$ cat src/rtl/control_sequencer_pkg.sv
// Shared types and instruction field positions for the control sequencer
// of the 8-bit common-bus CPU.
package control_sequencer_pkg;

  typedef enum logic [3:0] {
    S_IDLE,
    S_FETCH,
    S_DECODE,
    S_ALU_A,
    S_ALU_B,
    S_ALU_WB,
    S_LDI_WB,
    S_BRANCH,
    S_HALT
  } ctrl_state_t;

  // Decoded class, not the raw [13:11] encoding; all three reserved codes fold into CLS_ILLEGAL.
  typedef enum logic [2:0] {
    CLS_ALU,
    CLS_LDI,
    CLS_JMP,
    CLS_BRZ,
    CLS_HALT,
    CLS_ILLEGAL
  } instr_class_t;

  typedef enum logic [2:0] {
    A_PLUS_B,
    A_MINUS_B,
    A_AND_B,
    A_OR_B,
    A_XOR_B,
    A_PASS,
    B_PASS,
    A_INC
  } alu_op_t;

  typedef enum logic [1:0] {
    BUS_NONE,
    BUS_RF,
    BUS_ALU,
    BUS_IMM
  } bus_sel_t;

  typedef enum logic {
    PC_INC,
    PC_IMM
  } pc_sel_t;

  localparam int CLS_MSB    = 13;
  localparam int CLS_LSB    = 11;
  localparam int HI_MSB     = 10;
  localparam int HI_LSB     = 8;
  localparam int ALU_RD_MSB = 7;
  localparam int ALU_RD_LSB = 5;
  localparam int ALU_RS_MSB = 4;
  localparam int ALU_RS_LSB = 2;

  localparam logic [1:0] FAULT_NONE    = 2'b00;
  localparam logic [1:0] FAULT_ILLEGAL = 2'b01;
  localparam logic [1:0] FAULT_TIMEOUT = 2'b10;

endpackage

$ cat src/rtl/control_sequencer_instr_decode.sv
// Combinational IR field extraction and instruction class decode.
module instr_decode
  import control_sequencer_pkg::*;
(
  input  logic [13:0]  instr,
  output instr_class_t cls,
  output alu_op_t      alu_op,
  output logic [2:0]   rd,
  output logic [2:0]   rs
);

  // Bits [1:0] are padding in every instruction format.
  logic unused_pad;
  assign unused_pad = ^instr[1:0];

  always_comb begin
    cls    = CLS_ILLEGAL;
    alu_op = alu_op_t'(instr[HI_MSB:HI_LSB]);
    rd     = instr[HI_MSB:HI_LSB];
    rs     = instr[ALU_RS_MSB:ALU_RS_LSB];
    unique case (instr[CLS_MSB:CLS_LSB])
      3'b000: begin
        cls = CLS_ALU;
        rd  = instr[ALU_RD_MSB:ALU_RD_LSB];
      end
      3'b001:  cls = CLS_LDI;
      3'b010:  cls = CLS_JMP;
      3'b011:  cls = CLS_BRZ;
      3'b111:  cls = CLS_HALT;
      default: cls = CLS_ILLEGAL;
    endcase
  end

endmodule

$ cat src/rtl/control_sequencer.sv
// Multi-cycle control FSM: fetches over an imem req/ready handshake, decodes,
// and drives every datapath enable and select of the common-bus CPU.
module control_sequencer
  import control_sequencer_pkg::*;
#(
  parameter int FETCH_TIMEOUT = 16,
  parameter int CNT_W         = 16
) (
  input  logic             clock,
  input  logic             reset_n,
  input  logic             run,
  input  logic [13:0]      instr_reg,
  input  logic             imem_ready,
  input  logic             bus_zero,
  output logic             imem_req,
  output logic             ir_load_en,
  output logic             pc_load_en,
  output pc_sel_t          pc_sel,
  output logic             rf_write_read,
  output logic [7:0]       rf_address,
  output logic             a_load_en,
  output logic             b_load_en,
  output alu_op_t          alu_op,
  output bus_sel_t         bus_sel,
  output logic             halted,
  output logic [1:0]       fault,
  output logic [CNT_W-1:0] retired
);

  localparam int TO_W = (FETCH_TIMEOUT > 1) ? $clog2(FETCH_TIMEOUT) : 1;

  ctrl_state_t      state, state_next;
  logic [TO_W-1:0]  wait_cnt, wait_next;
  logic             retire;
  logic [1:0]       fault_set;
  logic             timeout_hit;

  instr_class_t     cls;
  alu_op_t          ir_alu_op;
  logic [2:0]       rd, rs;

  instr_decode u_decode (
    .instr  (instr_reg),
    .cls    (cls),
    .alu_op (ir_alu_op),
    .rd     (rd),
    .rs     (rs)
  );

  assign timeout_hit = (FETCH_TIMEOUT != 0) && (32'(wait_cnt) == FETCH_TIMEOUT - 1);
  assign halted      = (state == S_HALT);

  always_ff @(posedge clock) begin
    if (!reset_n) begin
      state    <= S_IDLE;
      wait_cnt <= '0;
      fault    <= FAULT_NONE;
      retired  <= '0;
    end else begin
      state    <= state_next;
      wait_cnt <= wait_next;
      fault    <= fault | fault_set;
      if (retire) retired <= retired + 1'b1;
    end
  end

  // Everything is gated by reset_n so nothing partial reaches the datapath while reset is held.
  always_comb begin
    state_next    = state;
    wait_next     = '0;
    retire        = 1'b0;
    fault_set     = FAULT_NONE;
    imem_req      = 1'b0;
    ir_load_en    = 1'b0;
    pc_load_en    = 1'b0;
    pc_sel        = PC_INC;
    rf_write_read = 1'b0;
    rf_address    = 8'h00;
    a_load_en     = 1'b0;
    b_load_en     = 1'b0;
    alu_op        = A_PLUS_B;
    bus_sel       = BUS_NONE;
    if (reset_n) begin
      unique case (state)
        S_IDLE: if (run) state_next = S_FETCH;
        S_FETCH: begin
          imem_req = 1'b1;
          if (imem_ready) begin
            ir_load_en = 1'b1;
            state_next = S_DECODE;
          end else if (timeout_hit) begin
            fault_set  = FAULT_TIMEOUT;
            state_next = S_HALT;
          end else begin
            wait_next = wait_cnt + 1'b1;
          end
        end
        S_DECODE: begin
          unique case (cls)
            CLS_ALU:          state_next = S_ALU_A;
            CLS_LDI:          state_next = S_LDI_WB;
            CLS_JMP, CLS_BRZ: state_next = S_BRANCH;
            CLS_HALT:         state_next = S_HALT;
            default: begin
              fault_set  = FAULT_ILLEGAL;
              state_next = S_HALT;
            end
          endcase
        end
        S_ALU_A: begin
          bus_sel    = BUS_RF;
          rf_address = {5'b0, rd};
          a_load_en  = 1'b1;
          state_next = S_ALU_B;
        end
        S_ALU_B: begin
          bus_sel    = BUS_RF;
          rf_address = {5'b0, rs};
          b_load_en  = 1'b1;
          state_next = S_ALU_WB;
        end
        S_ALU_WB: begin
          bus_sel       = BUS_ALU;
          alu_op        = ir_alu_op;
          rf_write_read = 1'b1;
          rf_address    = {5'b0, rd};
          pc_load_en    = 1'b1;
          retire        = 1'b1;
          state_next    = run ? S_FETCH : S_IDLE;
        end
        S_LDI_WB: begin
          bus_sel       = BUS_IMM;
          rf_write_read = 1'b1;
          rf_address    = {5'b0, rd};
          pc_load_en    = 1'b1;
          retire        = 1'b1;
          state_next    = run ? S_FETCH : S_IDLE;
        end
        S_BRANCH: begin
          pc_load_en = 1'b1;
          retire     = 1'b1;
          state_next = run ? S_FETCH : S_IDLE;
          if (cls == CLS_JMP) begin
            pc_sel = PC_IMM;
          end else begin
            bus_sel    = BUS_RF;
            rf_address = {5'b0, rd};
            pc_sel     = bus_zero ? PC_IMM : PC_INC;
          end
        end
        S_HALT: state_next = S_HALT;
        default: state_next = S_IDLE;
      endcase
    end
  end

endmodule
$ cat config.mk
export PLATFORM = sky130hd
export DESIGN_NAME = control_sequencer
export DESIGN_NICKNAME = d
export VERILOG_FILES = /design/src/rtl/control_sequencer_pkg.sv /design/src/rtl/control_sequencer_instr_decode.sv /design/src/rtl/control_sequencer.sv
export SDC_FILE = /design/constraint.sdc
export NUM_CORES = 1
export LEC_CHECK = 0
export CAP_MARGIN = 20
export CORE_MARGIN = 4
export CORE_UTILIZATION = 48
export DETAILED_ROUTE_END_ITERATION = 8
export PLACE_DENSITY = 0.87
export SYNTH_ARGS = -nofsm -noshare
export SYNTH_HDL_FRONTEND = slang
export SYNTH_HIERARCHICAL = 1
export SYNTH_SLANG_ARGS = --single-unit
$ cat constraint.sdc
create_clock -name clock -period 3.65 [get_ports clock]
set_input_delay 0.365 -clock clock [delete_from_list [all_inputs] [get_ports clock]]
set_output_delay 0.365 -clock clock [all_outputs]
set_load 0.05 [all_outputs]
==> impl_metrics.csv <==
group,metric,value,unit
hold_path,hold_end,"wait_cnt[0]",
clock_network,htreeDepth,1,
yosys,avgSynthCellArea,8.050,µm²
drt,drt_pass1_iterations,4,
placed_design,dp_slack,0.6544,ns
floorplanning,fp.dieW,65.33,µm
setup_path,worstPathArrival,2.66,ns
setup_path,end_kind,"output pin",
floorplanning,die_h,65.33,µm
setup_path,crit_path_start_kind,"input port",
yosys,ys_types,44,
global_routing,grt_antenna_before_repair,0,
final_layout,finalNetCount,257,
setup_path,r2r_start,"state[2]",
clock_network,cts_tree,"done",
drt,ant_nets,0,
global_routing,grt_pass1_vias,1418,
timing,fmax,0.3310,GHz
timing,fin_skew,0.006308,ns
setup_path,crit_path_cell_trace,"clkdlybuf4s50_1, nand3_1, o21a_1, nor3b_1, nor2_1, nor3_1, clkdlybuf4s50_1",
placed_design,gp_congestion,0.8816,
clock_network,post_cts_buffers,0,
yosys,synthTopCellsByArea,"dfxtp_1 (33%), nor2_1 (7.1%), buf_4 (5.2%), a21oi_1 (4.1%), nand2_1 (3.1%)",
yosys,synth_edf_count,0,
yosys,synth-seq-area-share,0.3299,
yosys,netlist_area,1578,µm²
setup_path,crit_type,"input port to output pin",
drt,routed_wl,3475,µm
floorplanning,io_pins,58,
pwr,ir_drop,247.7,µV
placed_design,port_buffers,50,
setup_path,worst_path_max_delay_cell,"clkdlybuf4s50_1",
floorplanning,die-area,4268,µm²
yosys,yosysWarnings,6,
drt,routedWlPerCell,12.46,µm
clock_network,cts_root_buf,"clkbuf_4",
clock_network,clkTransAtPathRegs,0.13,ns
global_routing,grt_overflow,0,
placed_design,place_area,2019,µm²
yosys,yosys.area.top_type_share,0.3299,
pwr,leakagePower,0.7328,nW
hold_path,hold-path-cell-count,1,
yosys,ys.flop_type,"dfxtp_1",
final_layout,diodes,0,
timing,rsz0062_at_grt,"false",
setup_path,crit_path_max_fanout,9,
final_layout,syn_to_final_growth,30.29,%
timing,setup_slack,0.6284,ns
timing,slew_headroom,0.6336,
setup_path,regToRegSetupSlack,1.63,ns
global_routing,grt_start_max_net_pins,17,
final_layout,drive_gt1_frac,0.07660,
clock_network,cts_made_buffers,3,
drt,num_vias,1499,
timing,finalCritPeriodShare,0.8278,
timing,finalSetupTns,0,ns
floorplanning,core_area,3103,µm²
setup_path,path_buf_inv,2,
setup_path,crit_path_max_incr_delay,0.84,ns
hold_path,worstHoldPathType,"flop to flop",
setup_path,r2r_end,"retired[13]",
drt,viasPerCell,5.373,
timing,worst_pin_slew,0.5479,ns
timing,finalHoldViolations,0,
floorplanning,initial_core_util,0.5085,
global_routing,grt_pass1_wl,6023,µm
run,max_cap_violations,0,
setup_path,cp.required,3.28,ns
clock_network,clockBufferDepth,2,
setup_path,path_common_cell,"clkdlybuf4s50_1",
yosys,async_reset_ff_frac,0,
drt,drc,0,
timing,slew_viol_final,0,
yosys,netlist_instances,196,
yosys,ys_ff_latch,26,
final_layout,nFillCells,292,
final_layout,utilization,0.6625,
clock_network,hold_buffers,0,
final_layout,design_area,2056,µm²
yosys,synth_area_leader_cell,"dfxtp_1",
pwr,power_density,350.9,nW/µm²
hold_path,hp-start,"wait_cnt[0]",
pwr,total_power,0.7214,mW
global_routing,grt_use_total,0.1758,
setup_path,cp.depth,7,
outcome,status,"finished, final reports clean",
clock_network,cts_resized,0,
timing,period_needed,3.022,ns
setup_path,critPathTopFamily,"buffers and inverters",
setup_path,r2r_cells,4,
clock_network,cts.sinks,26,
drt,drt_iter0_drc,83,
floorplanning,row_count,20,
timing,setup_viol,0,
clock_network,clock_latency,0.32,ns
placed_design,dpl.hpwl,2702,µm
final cells by class:
cell class                 count  area (µm²)  area share
clock buffer                   4       36.28     0.01765
inverter                       5       18.77    0.009130
multi-input combinational    150       932.1      0.4534
sequential                    26       520.5      0.2532
tap                           44       55.05     0.02678
timing repair buffer          50       493.0      0.2398
layer usage:
layer / GRT usage / wire length [µm] / vias to the layer above
met3: 0.03932 / 184 / 4
met5: 0 / 0 / -
met2: 0.3135 / 1610 / 41
li1: - / - / 760
met1: 0.2110 / 1643 / 694
met4: 0.04663 / 36 / 0
stage by stage:
stage / hold slack (ns) / cells
after floorplan: 0.4179 / 200
after global placement: 0.4325 / 275
after detailed placement: 0.4397 / 275
after CTS: 0.4588 / 279
after global routing: 0.4663 / 279
final: 0.4558 / 279
how the worst max path moves through the flow:
stage             startpoint    endpoint  slack [ns]
2_1_floorplan       state[2]    state[0]        0.84
3_3_place_gp   instr_reg[13]      pc_sel        0.65
3_5_place_dp   instr_reg[13]      pc_sel        0.65
4_1_cts        instr_reg[13]      pc_sel        0.65
5_1_grt        instr_reg[13]  bus_sel[0]        0.51
6_report       instr_reg[13]      pc_sel        0.63
layout by cell type, fill, tap and decap left out, types with 4 or more instances in the layout:
cell type        instances
nand4_1                  5
and2_1                   5
nand2_1                 13
xnor2_1                  5
or4_1                    4
clkdlybuf4s50_1         47
o21ai_0                  5
conb_1                   5
dfxtp_1                 26
xor2_1                   4
mux2_2                   4
nor2_1                  30
inv_1                    5
nand2b_1                 6
a22o_1                   4
o31ai_1                  4
a21oi_1                 13
nor3_1                   4
nand3_1                  9
flip-flops by register name, summed over array words and instances, names as in the netlist:
name,cells
fault,2
retired,16
state,4
wait_cnt,4
kinds of logic after synthesis:
| logic type | after synthesis | share of synthesized area |
|---|---|---|
| other cells | 1 | 0.002377 |
| flops | 26 | 0.3299 |
| mux | 7 | 0.04758 |
| buf+inv | 24 | 0.08882 |
| xor+xnor | 9 | 0.04996 |
| simple gates | 96 | 0.3418 |
| fa+ha+maj | 2 | 0.01586 |
| compound gates | 31 | 0.1237 |
cells in the mapped netlist, drive strengths merged, types with 2 or more instances:
cell / count
nand4: 5
nor4: 2
xnor2: 5
and2: 5
nand3b: 2
nand2: 13
inv: 5
buf: 13
mux2: 4
dfxtp: 26
nor3b: 2
or2: 2
a21oi: 13
mux2i: 3
nand2b: 6
o31ai: 4
clkbuf: 6
nor2: 30
nand3: 9
xor2: 4
nor3: 5
o21ai: 5
and4: 3
ha: 2
a22o: 4
or4: 5
nor4b: 2
report_power, final:
group,total (mW),switching [mW],internal [mW]
Combinational,0.252,0.164,0.0886
Sequential,0.326,0.0281,0.298
Clock,0.143,0.0822,0.0610
Total,0.721,0.274,0.448
(Power assumes the default switching activity.)
